$ cat config.mk
export PLATFORM = sky130hd
export DESIGN_NAME = hazard_scoreboard
export DESIGN_NICKNAME = d
export VERILOG_FILES = /design/src/rtl/hazard_pkg.sv /design/src/rtl/hazard_scoreboard_fwd_select.sv /design/src/rtl/hazard_scoreboard.sv
export SDC_FILE = /design/constraint.sdc
export NUM_CORES = 1
export LEC_CHECK = 0
export BUFFER_PORTS_ARGS = -buffer_cell sky130_fd_sc_hd__buf_2
export CORE_ASPECT_RATIO = 0.7
export CORE_MARGIN = 8
export CORE_UTILIZATION = 35
export DETAILED_ROUTE_END_ITERATION = 6
export PLACE_DENSITY_LB_ADDON = 0.1
export SETUP_SLACK_MARGIN = 0.02
export SLEW_MARGIN = 30
export SYNTH_ARGS = -nofsm -noshare
export SYNTH_HDL_FRONTEND = slang
export SYNTH_SLANG_ARGS = --single-unit
$ cat constraint.sdc
create_clock -name clk -period 3.62 [get_ports clk]
set_input_delay 0.543 -clock clk [delete_from_list [all_inputs] [get_ports clk]]
set_output_delay 0.543 -clock clk [all_outputs]
set_load 0.02 [all_outputs]
$ cat src/rtl/hazard_pkg.sv
// Purpose : shared types and helpers for the ID/EX hazard scoreboard.
// Latency : n/a (types, constants and a pure compare function).
// Backpressure: n/a.
//
// RA_W is the register-address width carried in a tracking slot; the top's
// REG_W is zero-extended into it, so REG_W must not exceed RA_W.
package hazard_pkg;

   localparam int RA_W = 5;

   // One in-flight instruction as seen by the scoreboard.
   typedef struct packed {
      logic            v;   // slot holds a real instruction
      logic [RA_W-1:0] rd;  // destination register
      logic            rw;  // writes rd
      logic            mr;  // is a load (data only available after MEM)
   } slot_t;

   typedef enum logic {
      RUN   = 1'b0,
      STALL = 1'b1
   } state_e;

   localparam logic [1:0] FWD_RF    = 2'b00;
   localparam logic [1:0] FWD_EXMEM = 2'b10;
   localparam logic [1:0] FWD_MEMWB = 2'b01;

   // True when slot s will write register r; x0 never matches.
   function automatic logic slot_writes(input slot_t s, input logic [RA_W-1:0] r);
      return s.v && s.rw && (s.rd != '0) && (s.rd == r);
   endfunction

endpackage

$ cat src/rtl/hazard_scoreboard_fwd_select.sv
// Purpose : pick the EX operand source for one register read of the ID instruction.
// Latency : combinational; the caller registers the result as it enters EX.
// Backpressure: none; kill forces the regfile select while a bubble is inserted.
//
// Ports: src/src_use - source register and whether it is read;
//        kill        - ID instruction is not entering EX this edge;
//        ex_slot/mem_slot - producers now in EX and MEM (they become EX/MEM
//                      and MEM/WB on the edge the consumer enters EX);
//        sel         - FWD_RF / FWD_EXMEM / FWD_MEMWB.
module fwd_select
   import hazard_pkg::*;
(
   input  logic [RA_W-1:0] src,
   input  logic            src_use,
   input  logic            kill,
   input  slot_t           ex_slot,
   input  slot_t           mem_slot,
   output logic [1:0]      sel
);

   // Only the EX producer's load flag matters: a load in MEM has its data in
   // MEM/WB by the time the consumer executes.
   logic unused_mem_mr;
   assign unused_mem_mr = mem_slot.mr;

   always_comb begin
      sel = FWD_RF;
      if (src_use && !kill) begin
         // A load in EX cannot feed EX/MEM; the hazard logic stalls instead.
         if (slot_writes(ex_slot, src) && !ex_slot.mr) begin
            sel = FWD_EXMEM;
         end else if (slot_writes(mem_slot, src)) begin
            sel = FWD_MEMWB;
         end
      end
   end

endmodule

$ cat src/rtl/hazard_scoreboard.sv
// Purpose : load-use stall/bubble, branch squash and registered forwarding selects for ID/EX.
// Latency : stall/bubble combinational from ID; fwdA/fwdB registered with the ID/EX payload.
// Backpressure: stall holds PC and IF/ID; bubble zeroes ID/EX control; flush beats a hazard.
//
// Ports: clk, rst (async, active-low); id_* describe the decoding instruction;
//        flush_in squashes it; stall/bubble to the pipeline; fwdA/fwdB to EX
//        operand muxes; stall_cnt saturating count of stalled cycles.
module hazard_scoreboard
   import hazard_pkg::*;
#(
   parameter int REG_W    = 5,
   parameter int LOAD_LAT = 1,
   parameter int CNT_W    = 16
) (
   input  logic             clk,
   input  logic             rst,
   input  logic             id_valid,
   input  logic [REG_W-1:0] id_rs1,
   input  logic [REG_W-1:0] id_rs2,
   input  logic             id_use_rs1,
   input  logic             id_use_rs2,
   input  logic [REG_W-1:0] id_rd,
   input  logic             id_RegWrite,
   input  logic             id_MemRead,
   input  logic             flush_in,
   output logic             stall,
   output logic             bubble,
   output logic [1:0]       fwdA,
   output logic [1:0]       fwdB,
   output logic [CNT_W-1:0] stall_cnt
);

   slot_t            ex_q, ex_d, mem_q, mem_d, wb_q, wb_d;
   state_e           state_q, state_d;
   logic [1:0]       rem_q, rem_d;
   logic [1:0]       fwd_a_q, fwd_a_d, fwd_b_q, fwd_b_d;
   logic [CNT_W-1:0] cnt_q, cnt_d;
   logic [RA_W-1:0]  rs1, rs2;
   logic             haz;

   // The WB slot is kept for pipeline visibility only: the regfile is
   // write-first, so nothing downstream of MEM ever needs forwarding.
   logic unused_wb;
   assign unused_wb = ^wb_q;

   assign rs1 = RA_W'(id_rs1);
   assign rs2 = RA_W'(id_rs2);

   always_comb begin
      haz = id_valid && ex_q.mr &&
            ((id_use_rs1 && slot_writes(ex_q, rs1)) ||
             (id_use_rs2 && slot_writes(ex_q, rs2)));
      stall  = !flush_in && ((state_q == STALL) || haz);
      bubble = flush_in || stall;
   end

   always_comb begin
      state_d = state_q;
      rem_d   = rem_q;
      if (flush_in) begin
         state_d = RUN;
         rem_d   = '0;
      end else if (state_q == STALL) begin
         rem_d = rem_q - 2'd1;
         if (rem_q == 2'd1) begin
            state_d = RUN;
         end
      end else if (haz && (LOAD_LAT > 1)) begin
         // The RUN cycle that detects the hazard is the first stall cycle.
         state_d = STALL;
         rem_d   = 2'(LOAD_LAT - 1);
      end
   end

   always_comb begin
      wb_d  = mem_q;
      mem_d = ex_q;
      ex_d  = '0;
      if (id_valid && !bubble) begin
         ex_d.v  = 1'b1;
         ex_d.rd = RA_W'(id_rd);
         ex_d.rw = id_RegWrite;
         ex_d.mr = id_MemRead;
      end
      cnt_d = cnt_q;
      if (stall && (cnt_q != '1)) begin
         cnt_d = cnt_q + CNT_W'(1);
      end
   end

   fwd_select u_fwd_a (
      .src      (rs1),
      .src_use  (id_use_rs1),
      .kill     (bubble),
      .ex_slot  (ex_q),
      .mem_slot (mem_q),
      .sel      (fwd_a_d)
   );

   fwd_select u_fwd_b (
      .src      (rs2),
      .src_use  (id_use_rs2),
      .kill     (bubble),
      .ex_slot  (ex_q),
      .mem_slot (mem_q),
      .sel      (fwd_b_d)
   );

   always_ff @(posedge clk or negedge rst) begin
      if (!rst) begin
         ex_q    <= '0;
         mem_q   <= '0;
         wb_q    <= '0;
         state_q <= RUN;
         rem_q   <= '0;
         fwd_a_q <= FWD_RF;
         fwd_b_q <= FWD_RF;
         cnt_q   <= '0;
      end else begin
         ex_q    <= ex_d;
         mem_q   <= mem_d;
         wb_q    <= wb_d;
         state_q <= state_d;
         rem_q   <= rem_d;
         fwd_a_q <= fwd_a_d;
         fwd_b_q <= fwd_b_d;
         cnt_q   <= cnt_d;
      end
   end

   assign fwdA      = fwd_a_q;
   assign fwdB      = fwd_b_q;
   assign stall_cnt = cnt_q;

endmodule

Yosys cells after proc, flatten, opt, wreduce, memory -nomap -nowiden

Index checks and enable logic that the tools add are counted.

Bits in registers: 38
Output and inout bits: 22
Logic and storage cells: 60

Add/sub/neg operators: 2
Equal/unequal tests: 6
Multiplexer cells: 12
Reductions and logical operators: 28

Operators by type and width:

| cell                  | number |
|---|---|
| $eq 5x5->1            | 4 |
| $logic_and 1x1->1     | 19 |
| $add 16x1->16 const B | 1 |
| $ne 16x16->1 const B  | 1 |
| $mux 2                | 6 |
| $reduce_bool 5->1     | 2 |
| $mux 8                | 1 |
| $mux 1                | 5 |
| $logic_not 1->1       | 3 |
| $logic_or 1x1->1      | 3 |
| $eq 2x1->1 const B    | 1 |
| $reduce_bool 2->1     | 1 |
| $sub 2x1->2 const B   | 1 |

Depth between registers and ports, before layout

Depth after elaboration: 12
Mapped depth: 7
Gate-level depth less buffers: 6

Hierarchy

Synthesis repeated with hierarchy kept, for this count alone.

Cell total of the unflattened synthesis: 178
Area total of the unflattened synthesis: 1996.9 um2

Modules (own cells, without submodules):

| module            | instances | cells an instance | area an instance (um2) |
|---|---|---|---|
| hazard_scoreboard | 1         | 134               | 1666.6 |
| fwd_select        | 2         | 22                | 165.2 |

Worst setup path before layout

OpenSTA, ideal clock, no wires.

Kind: input port to output port
Start point: in id_rs2[4]
End point: out bubble
Data arrival time: 1.631 ns
Data required time: 3.077 ns
Path slack: 1.446 ns
Stages: 5
Buffers on the path: 0
Cell sequence: xor2_1 -> nor3_2 -> nand4_1 -> a21boi_0 -> a211o_1

Cells in the longest elaborated chain, start to end: 8

RTL lines:

| element           | RTL line                | source |
|---|---|---|
| start, declared   | hazard_scoreboard.sv:19 | `input logic [REG_W-1:0] id_rs2,` |
| $eq 5x5->1        | hazard_pkg.sv:30        | `return s.v && s.rw && (s.rd != '0) && (s.rd == r);` |
| $logic_and 1x1->1 | hazard_pkg.sv:30        |  |
| $logic_and 1x1->1 | hazard_scoreboard.sv:52 | `(id_use_rs2 && slot_writes(ex_q, rs2)));` |
| $logic_or 1x1->1  | hazard_scoreboard.sv:51 | `((id_use_rs1 && slot_writes(ex_q, rs1)) \|\|` |
| $logic_and 1x1->1 | hazard_scoreboard.sv:50 | `haz = id_valid && ex_q.mr &&` |
| $logic_or 1x1->1  | hazard_scoreboard.sv:53 | `stall = !flush_in && ((state_q == STALL) \|\| haz);` |
| $logic_and 1x1->1 | hazard_scoreboard.sv:53 |  |
| $logic_or 1x1->1  | hazard_scoreboard.sv:54 | `bubble = flush_in \|\| stall;` |
| end, declared     | hazard_scoreboard.sv:27 | `output logic bubble,` |

Every way passes these cells.

Worst setup path in the final report

Start point: reg ex_q[5] (netlist name)
End point: out bubble

Cells in the longest elaborated chain, start to end: 9
Elaborated cells between the ends (all ways): 13
Classes of those cells: eq/ne: 2; reduce/logical: 11

RTL lines:

| element                              | RTL line                                         | source |
|---|---|---|
| start, declared                      | hazard_scoreboard.sv:33                          | `slot_t ex_q, ex_d, mem_q, mem_d, wb_q, wb_d;` |
| start signal, assigned               | hazard_scoreboard.sv:111                         | `ex_q <= '0;` |
| start signal, assigned               | hazard_scoreboard.sv:120                         | `ex_q <= ex_d;` |
| $reduce_bool 5->1                    | hazard_pkg.sv:30                                 |  |
| $logic_and 1x1->1 (2 in series)      | hazard_pkg.sv:30                                 |  |
| $logic_and 1x1->1 (on tied branches) | hazard_scoreboard.sv:51, hazard_scoreboard.sv:52 |  |
| $logic_or 1x1->1 (*)                 | hazard_scoreboard.sv:51                          |  |
| $logic_and 1x1->1 (*)                | hazard_scoreboard.sv:50                          |  |
| $logic_or 1x1->1 (*)                 | hazard_scoreboard.sv:53                          |  |
| $logic_and 1x1->1 (*)                | hazard_scoreboard.sv:53                          |  |
| $logic_or 1x1->1 (*)                 | hazard_scoreboard.sv:54                          |  |

Mark *: on every way between the ends. The rest lies on a longest branch, timed or not.

==> metrics.md <==
| Metric | Value |
|---|---|
| Synth area leaders | dfrtp_1 (49%), xor2_1 (14%), a211oi_2 (5.1%), a2111oi_2 (4.6%), and2_1 (2.2%) |
| Max Transition Viols Final | 0 |
| Power Total | 860.4 uW |
| Antenna violations before repair | 0 |
| MaxCap Viol Count | 0 |
| Clk buf depth | 2 |
| CP max FO | 5 |
| Synth top area share | about 50% |
| Post-synthesis xor/xnor area fraction | 15.69% |
| GRT overflow | 0 |
| Reg-to-reg setup timing slack | 1.43 ns |
| Logic pwr share | under 10% |
| Synth warn | 0 |
| Final Hold Viols | 0 |
| Yosys top cell by area | dfrtp_1 |
| Fillers | about 500 |
| # diodes | 0 |
| DRT Pass-1 Iters | 4 |
| H-tree Lvls | 2 |
| Syn_nets | approximately 190 |
| HPWL Detailed | between 3 and 4 mm |
| Final min period | about 2.7 ns |
| Placed Instances | around 280 |
| Crit-path max cell delay | roughly 0.45 ns |
| Die Y | approximately 79 microns |
| CTS buffer count | 5 |
| Area fraction in compound gates after synthesis | 12.42% |
| Post-synth EDFFs | 0 |
| Post-DRT Antenna Nets | 0 |
| Sw Share | between 20% and 30% |
| Root Driver | clkbuf_8 |
| Hold Crit Class | in2async |
| Final instance area | around 2400 sq um |
| Number of global-route vias before repair | about 1500 |
| Area grow syn2layout | 20.49% |
| Largest net degree at the start of global routing | 39 |
| Setup TNS | 0 ns |
| Setup CP Type | reg2out |
| Die area | 8269 sq um |
| Worst slew margin | a little over two fifths |
| Yosys cell types | 34 |
| Core Area | around 5300 sq um |
| CTS clock-pin slew for the worst setup and hold paths | around 0.080 ns |
| Fmax | between 300 and 400 MHz |
| Arr. time, crit path | 2.16 ns |
| CP Data Required Time | roughly 3.1 ns |
| Peak supply drop | roughly 150 uV |
| Synth Flop Type | dfrtp_1 |
| # IOs | 45 |
| Count leader, synth | dfrtp_1 |
| Post-Synthesis Cells | ~160 |
| Synth Cell Area | 1954 sq um |
| Die outline width | 105.3 microns |
| Yosys reg bits | 38 |
| Nets@finish | roughly 240 |
| CTS tree | done |
| RSZ-0062 raised after global routing | no |
| Leak | 0.001194 uW |
| Post-cts hold buffer count | 0 |
| GP Congestion | between 0.9 and 1 |
| Measured slew at the worst slew-check pin | between 0.8 and 0.9 ns |
| Seq pwr share | a little over 50% |
| Clock Skews | between 0.006 and 0.007 ns |
| Final WL | 4.551 mm |
| Initial Util | between 30% and 40% |
| First-pass GRT wire length | approximately 7.5 mm |
| Delay-heaviest family, CP | compound AO/OA/AOI/OAI gates |
| Vias | 1414 |
| Path depth of the worst reg2reg path | 5 |
| CP Cell Sequence | xor2_1 -> nor3_2 -> nand4_1 -> a21boi_0 -> a211o_1 -> buf_2 |
| Sequential-to-total area share from yosys stat | between 40 and 50% |
| Post-CTS setup buffer count | 0 |
| Post-cts resize count | 0 |
| Final Non-Filler Cells | roughly 280 |
| Drt drc | 0 |
| IO buf count | between 40 and 50 |
| Multiplexer share of the synthesized area | 1.665% |
| Slowest stage cell, crit path | dfrtp_1 |
| DR iter-0 viols | 68 |
| Num rows | 22 |
| GRT Total Usage | approximately 11% |
| Worst skew pair latency | about 0.29 ns |
| Share of cells above drive strength 1 | 34.43% |
| Adder-Cell Fraction of Synth Area | under 10% |
| Final-report setup violation count | 0 |
| Fin crit share | about three quarters |
| Routed WL per cell | 16.02 microns |
| Vias per cell | approximately 5.0 |
| Clock Sinks | 38 |
| Asr flop ratio synth | 100.0% |
| WP depth | 6 |
| Clock power share | between 40 and 50% |
| Critical path endpoint category | output pin |
| DP Area | between 2000 and 2500 sq um |
| Pint | 675.1 uW |
| CP startpoint kind | flop |
| Worst path bufs/invs | 1 |
| Worst r2r src | stall_cnt[0] |
| Post-synth top cells | dfrtp_1 (38), xor2_1 (31), nand2_1 (9) |
| Simple-gate share of the synthesized area | between 10% and 20% |
| Largest family of logic cells by synthesized area | simple AND/OR/NAND/NOR gates |
| Mean area per synthesized cell | between 10 and 15 sq um |
| Reg2Reg Capture Point | stall_cnt[1] |
| Power per cell area | ~370 nW/um^2 |
| P_sw | ~190 uW |
| Status | completed |
==> through the flow <==
stage	setup slack [ns]	utilization (%)	hold WS, ns
global route	0.7678	44.32	0.2498
finish	0.9165	44.32	0.2206
floorplan	1.446	-	0.2474
CTS	0.9068	44.28	0.3774
global placement	1.130	42.16	0.3621
detailed placement	1.024	42.16	0.3603
==> routing by layer <==
metal  GRT usage (%)  vias to the layer above  part of all wire (%)
li1                -                      678                     -
met1           14.95                      676                    49
met2           16.60                       49                    43
met3           3.426                       11                   5.8
met4           3.972                        0                   1.5
met5               0                        -                     0
==> logic make-up after synthesis <==
kind of cell             after synthesis
buffers and inverters                  9
AO/OA/AOI/OAI                         20
flip-flops                            38
AND/OR/NAND/NOR                       57
XOR/XNOR                              35
adder cells (fa/ha/maj)                2
multiplexers                           3
==> flip-flops by register name, summed over array words and instances (netlist names) <==
signal and count:
ex_q 8, rem_q 2, state_q 1, mem_q 7
fwdA 2, stall_cnt 16, fwdB 2
==> cell type report <==
cell class	instances	area (sq um)	share of cell area [%]
multi-input combinational	117	952.2	40.44
clock inverter	1	30.03	1.275
tap	72	90.09	3.826
sequential	38	950.9	40.38
inverter	5	18.77	0.7970
timing repair buffer	45	230.2	9.777
clock buffer	6	82.58	3.507
==> how the worst max path moves through the flow <==
stage                   start     end
floorplan           id_rs2[4]  bubble
global placement    id_rs1[3]  bubble
detailed placement  id_rs2[4]  bubble
CTS                   ex_q[5]  bubble
global route          ex_q[6]  bubble
finish                ex_q[5]  bubble
==> layout by cell type, fill, tap and decap left out, types with 2 or more instances in the layout <==
cell,n
nand2_1,9
nor3_2,2
xnor2_1,4
nor4_1,2
clkbuf_8,6
nand3_1,8
inv_1,5
or3_1,3
nor2_1,7
and2_1,7
buf_2,43
nand4_1,5
a211oi_2,8
buf_4,2
mux2_1,2
xor2_1,31
dfrtp_1,38
nor3_1,5
ha_1,2
or4_1,2
a2111oi_2,6
==> power by group through the flow <==
| stage | Combinational (uW) | Sequential, uW | Clock, uW |
|---|---|---|---|
| 6_report | 55.8 | 438 | 366 |
| 5_1_grt | 62.4 | 439 | 390 |
| 3_5_place_dp | 55.6 | 447 | 0 |
| 2_1_floorplan | 24.9 | 444 | 0 |
| 3_3_place_gp | 53.8 | 447 | 0 |
| 4_1_cts | 55.9 | 438 | 373 |
==> worst reg2reg max path, delay by kind of cell (launching register included) <==
kind                       cells  cell delay (ns)
DFF                            1             0.41
and+or+nand+nor                2             0.95
adders and majority gates      1             0.29
AOI/OAI and AO/OA              1             0.10
muxes                          1             0.34
No activity file was read; power rests on OpenSTA's default activity.
